<file path="src/rtl/imm_encoder_pkg.sv">
// Shared package for the rotated-immediate encoder: field widths and the FSM state type.
// IMM_ENCODER_MVN_EN adds the INV_SEARCH state for the inverted-value search.
package imm_encoder_pkg;

   localparam int ROT_W  = 4;
   localparam int IMM8_W = 8;
   localparam int SHOP_W = 12;

   localparam logic [ROT_W-1:0] ROT_MAX = '1;

   typedef enum logic [1:0] {
      IDLE       = 2'd0,
      SEARCH     = 2'd1,
`ifdef IMM_ENCODER_MVN_EN
      INV_SEARCH = 2'd2,
`endif
      DONE       = 2'd3
   } state_t;

endpackage

</file>
<file path="src/rtl/imm_encoder_rol2_unit.sv">
// Combinational 32-bit rotate-left by twice the rotate field.
// Produces the candidate immediate tested by the search FSM.
module rol2_unit
   import imm_encoder_pkg::*;
(
   input  logic [31:0]      i_data,
   input  logic [ROT_W-1:0] i_rot,
   output logic [31:0]      o_data
);

   logic [4:0] w_sh;
   logic [5:0] w_back;

   assign w_sh   = {i_rot, 1'b0};
   assign w_back = 6'd32 - {1'b0, w_sh};

   // A zero rotate is handled separately so the right shift never reaches 32.
   assign o_data = (w_sh == 5'd0) ? i_data
                                  : ((i_data << w_sh) | (i_data >> w_back));

endmodule

</file>
<file path="src/rtl/imm_encoder.sv">
// Sequential search for the smallest rotate that expresses a 32-bit value as ROR(imm8, 2*rot).
// With IMM_ENCODER_MVN_EN a second pass searches ~value and flags the result with inv.
//
// state      | meaning
// IDLE       | waiting for a request, in_ready=1
// SEARCH     | testing rotate r against the latched value, one candidate per cycle
// INV_SEARCH | same search on the inverted value (IMM_ENCODER_MVN_EN only)
// DONE       | result held with out_valid=1 until out_ready
module imm_encoder
   import imm_encoder_pkg::*;
(
   input  logic              clk,
   input  logic              rst,
   input  logic              in_valid,
   output logic              in_ready,
   input  logic [31:0]       value,
   input  logic              flush,
   output logic              out_valid,
   input  logic              out_ready,
   output logic [SHOP_W-1:0] shifter_operand,
   output logic              ok,
   output logic              inv
);

   state_t              r_state, nx_state;
   logic [ROT_W-1:0]    r_rot, nx_rot;
   logic [31:0]         r_value, nx_value;
   logic [SHOP_W-1:0]   r_shop, nx_shop;
   logic                r_ok, nx_ok;
   logic [31:0]         w_src;
   logic [31:0]         w_cand;
   logic                w_hit;

`ifdef IMM_ENCODER_MVN_EN
   logic                r_inv, nx_inv;

   assign w_src = (r_state == INV_SEARCH) ? ~r_value : r_value;
   assign inv   = r_inv;
`else
   assign w_src = r_value;
   assign inv   = 1'b0;
`endif

   rol2_unit u_rol2 (
      .i_data (w_src),
      .i_rot  (r_rot),
      .o_data (w_cand)
   );

   assign w_hit           = (w_cand[31:IMM8_W] == '0);
   assign in_ready        = (r_state == IDLE);
   assign out_valid       = (r_state == DONE);
   assign shifter_operand = r_shop;
   assign ok              = r_ok;

   always_ff @(posedge clk or posedge rst) begin
      if (rst) begin
         r_state <= IDLE;
         r_rot   <= '0;
         r_value <= '0;
         r_shop  <= '0;
         r_ok    <= 1'b0;
`ifdef IMM_ENCODER_MVN_EN
         r_inv   <= 1'b0;
`endif
      end else begin
         r_state <= nx_state;
         r_rot   <= nx_rot;
         r_value <= nx_value;
         r_shop  <= nx_shop;
         r_ok    <= nx_ok;
`ifdef IMM_ENCODER_MVN_EN
         r_inv   <= nx_inv;
`endif
      end
   end

   always_comb begin
      nx_state = r_state;
      nx_rot   = r_rot;
      nx_value = r_value;
      nx_shop  = r_shop;
      nx_ok    = r_ok;
`ifdef IMM_ENCODER_MVN_EN
      nx_inv   = r_inv;
`endif
      if (flush) begin
         nx_state = IDLE;
         nx_rot   = '0;
         nx_shop  = '0;
         nx_ok    = 1'b0;
`ifdef IMM_ENCODER_MVN_EN
         nx_inv   = 1'b0;
`endif
      end else begin
         case (r_state)
            IDLE: begin
               if (in_valid) begin
                  nx_state = SEARCH;
                  nx_value = value;
                  nx_rot   = '0;
                  nx_shop  = '0;
                  nx_ok    = 1'b0;
`ifdef IMM_ENCODER_MVN_EN
                  nx_inv   = 1'b0;
`endif
               end
            end
            SEARCH: begin
               if (w_hit) begin
                  nx_state = DONE;
                  nx_shop  = {r_rot, w_cand[IMM8_W-1:0]};
                  nx_ok    = 1'b1;
               end else if (r_rot == ROT_MAX) begin
`ifdef IMM_ENCODER_MVN_EN
                  nx_state = INV_SEARCH;
                  nx_rot   = '0;
`else
                  nx_state = DONE;
                  nx_shop  = '0;
                  nx_ok    = 1'b0;
`endif
               end else begin
                  nx_rot = r_rot + 4'd1;
               end
            end
`ifdef IMM_ENCODER_MVN_EN
            INV_SEARCH: begin
               if (w_hit) begin
                  nx_state = DONE;
                  nx_shop  = {r_rot, w_cand[IMM8_W-1:0]};
                  nx_ok    = 1'b1;
                  nx_inv   = 1'b1;
               end else if (r_rot == ROT_MAX) begin
                  nx_state = DONE;
                  nx_shop  = '0;
                  nx_ok    = 1'b0;
                  nx_inv   = 1'b0;
               end else begin
                  nx_rot = r_rot + 4'd1;
               end
            end
`endif
            DONE: begin
               if (out_ready) nx_state = IDLE;
            end
            default: nx_state = IDLE;
         endcase
      end
   end

endmodule

</file>
<file path="config.mk">
export PLATFORM = sky130hd
export DESIGN_NAME = imm_encoder
export DESIGN_NICKNAME = d
export VERILOG_FILES = /design/src/rtl/imm_encoder_pkg.sv /design/src/rtl/imm_encoder_rol2_unit.sv /design/src/rtl/imm_encoder.sv
export SDC_FILE = /design/constraint.sdc
export NUM_CORES = 1
export LEC_CHECK = 0
export CAP_MARGIN = 20
export CELL_PAD_IN_SITES_DETAIL_PLACEMENT = 1
export CELL_PAD_IN_SITES_GLOBAL_PLACEMENT = 2
export CORE_UTILIZATION = 41
export DETAILED_ROUTE_END_ITERATION = 10
export GPL_TIMING_DRIVEN = 0
export MAX_ROUTING_LAYER = met4
export PLACE_DENSITY = 0.89
export SLEW_MARGIN = 20
export SYNTH_ARGS = -nofsm -noshare
export SYNTH_HDL_FRONTEND = slang
export SYNTH_SLANG_ARGS = --single-unit
</file>
<file path="constraint.sdc">
create_clock -name clk -period 5.75 [get_ports clk]
set_input_delay 1.15 -clock clk [delete_from_list [all_inputs] [get_ports clk]]
set_output_delay 1.15 -clock clk [all_outputs]
set_load 0.02 [all_outputs]
</file>
==> impl_metrics.json <==
{
  "remaining_drc_errors": 0,
  "fillers": 1213,
  "yosys_warnings": 0,
  "whs_path_depth": 1,
  "ant_nets": 0,
  "design.core.area_um2": 11000,
  "cts-buffers-inserted": 5,
  "cp-start-kind": "flip-flop",
  "fmax_ghz": 0.204,
  "synth_top_family_by_area": "multiplexers",
  "drv_cap": 0,
  "vias": 4505,
  "cts_tree": "yes",
  "clk_latency_ns": 0.30,
  "place_ws_ns": 1.01,
  "final_max_slew_viol_count": 0,
  "synth_area_per_cell_um2": 10.6,
  "synthCells": 446,
  "yosysMostFrequentCell": "dfrtp_1",
  "hold_viol": 0,
  "htreeDepth": 2,
  "synth_cell_types": 64,
  "cts.path.max_buffers": 2,
  "grt_usage_pct": 32.9,
  "fin_ws_ns": 0.852,
  "r2r_start": "r_rot[1]",
  "status": "finished, final reports clean",
  "min_to": "shifter_operand[9]",
  "worst_ep_arrival_time_ns": 5.08,
  "timing.reg2reg.setup_slack_ns": 0.85,
  "grt_pass1_vias": 4703,
  "hold_slack_ns": 0.495,
  "synth_compound_area_share_pct": 18.4,
  "skew_ns": 0.00466,
  "ioPinCount": 53,
  "cts.clk_slew.worst_paths_ns": 0.07,
  "required_ns": 5.93,
  "die-area_um2": 12000,
  "grt-ovfl-total": 0,
  "portBuffers": 51,
  "drt_iter0_markers": 413,
  "finalCritPeriodShare_pct": 85.2,
  "regArea_um2": 1280,
  "post_cts_buffers": 0,
  "hp-start": "shifter_operand[9]",
  "fin_crit_ns": 4.90,
  "drt_first_pass_iters": 5,
  "yosysSeqAreaShare_pct": 27.0,
  "crit_type": "flip-flop to flip-flop",
  "slew_headroom_pct": 20.8,
  "netlist_area_um2": 4730,
  "dieWidth_um": 109,
  "syn-num-nets": 485,
  "p_leak_uw": 0.00200,
  "synth-edff-count": 0,
  "cts_root_buffer": "clkbuf_16",
  "nets": 544,
  "async_flop_share_pct": 100,
  "synth_top_area_cell": "dfrtp_1",
  "antenna_found_initial": 0,
  "ys.flop_type": "dfrtp_1",
  "multiInputGateArea_um2": 3200,
  "worstSetupEndpointType": "flip-flop",
  "cts-hold-fix-buffers": 0,
  "synthSimpleGateAreaFrac_pct": 14.6,
  "reg2reg_depth": 16,
  "synthXorXnorAreaFrac_pct": 1.53,
  "setup_viol": 0,
  "yosysTopAreaCellShare_pct": 27.0,
  "grt_max_degree": 33,
  "postSynthRegisterBits": 51,
  "rows": 38,
  "viasPerCell": 6.97,
  "area_growth_pct": 18.5,
  "ys_top_cells_by_area": "dfrtp_1, mux4_2, mux2_2",
  "gp_congestion": 0.994,
  "ctsResizeCount": 0,
  "rsz0062_at_grt": "false",
  "tightest_slew_ns": 1.18,
  "synth_common_cells": "dfrtp_1, mux4_2, nor2_1",
  "yosys-mux-area-fraction_pct": 32.5,
  "powerDensity_nw_per_um2": 271,
  "hold_class": "flip-flop to flip-flop",
  "grt_pass1_wl_um": 27700,
  "worstPathMaxFanout": 10,
  "vdd_drop_max_v": 0.000187,
  "antenna_cells": 0,
  "drive_gt1_share_pct": 26.3,
  "initial_core_util_pct": 42.9,
  "finalWirelength_um": 17600,
  "die_y_um": 109,
  "cts.sinks": 51,
  "fin_setup_tns_ns": 0,
  "wl_per_cell_um": 27.2,
  "synthAdderAreaFrac_pct": 0.529,
  "place_hpwl_um": 13500,
  "regToRegEndpoint": "shifter_operand[10]"
}
-- where the power goes --
group	internal, uW	total (uW)	switching, uW
clock	206	346	141
sequential	405	500	95.3
combinational	312	671	359
total	922	1520	594
-- critical path, cell delays in order (launching register included) --
cell and delay (ns):
dfrtp_1 0.41, buf_2 0.24, buf_2 0.30, inv_1 0.09, buf_2 0.19, ha_1 0.35, buf_2 0.27, buf_2 0.34
mux4_2 0.37, o21ai_1 0.15, a21oi_1 0.10, o31ai_1 0.48, o211ai_1 0.23, nor4_4 0.67, o31ai_2 0.24, buf_6 0.21
o2bb2ai_2 0.12
-- how the worst max path moves through the flow --
stage | to | cells after the start | from | slack (ns)
global placement | shifter_operand[6] | 16 | r_rot[1] | 1.01
finish | shifter_operand[10] | 16 | r_rot[1] | 0.85
floorplan | shifter_operand[0] | 16 | r_rot[1] | 2.18
detailed placement | shifter_operand[3] | 16 | r_rot[1] | 1.01
CTS | shifter_operand[10] | 16 | r_rot[1] | 0.98
global route | shifter_operand[3] | 17 | r_rot[1] | 0.64
-- cell type report --
class	count	area share (%)
well taps	140	3.12
repair buffers	52	9.46
plain buffers	43	4.13
clock inverters	3	0.781
flip-flops and latches	51	22.8
multi-input cells	346	57.1
inverters	6	0.402
clock buffers	5	2.23
-- sequential cells by signal, summed over array words and instances (netlist names) --
signal           count
ok                   1
r_state              2
shifter_operand     12
r_value             32
r_rot                4
-- logic make-up after synthesis --
group,count (synthesis)
compound gates,117
xor+xnor,4
fa+ha+maj,2
buf+inv,49
flops,51
mux,88
other cells,1
simple gates,134
-- cell usage in the layout (no fill, tap or decap), types with 15 or more instances in the layout --
cell	netlist	routed
nor3_1	26	26
clkdlybuf4s50_1	0	51
buf_2	16	16
o21ai_0	15	15
mux2_2	33	33
a21oi_1	22	22
nor2_1	36	36
nand2_1	22	22
clkbuf_1	15	15
mux4_2	44	44
dfrtp_1	51	51
-- per-layer routing --
layer / vias up / part of all wire, % / GRT usage, %
met3: 63 / 8.3 / 5.63
met5: - / 0 / -
met2: 253 / 45 / 48.6
met1: 2295 / 41 / 43.8
li1: 1894 / - / -
met4: 0 / 5.2 / 16.2
-- per-stage QoR --
stage | power [uW] | utilization, % | instance area, um2 | cells
floorplan | 927 | - | 4730 | 446
global placement | 1140 | 49.1 | 5420 | 637
detailed placement | 1150 | 49.3 | 5440 | 638
CTS | 1500 | 50.8 | 5610 | 646
global route | 1580 | 50.8 | 5610 | 646
finish | 1520 | 50.8 | 5610 | 646
Note: power is estimated with default switching activity, not from simulation.
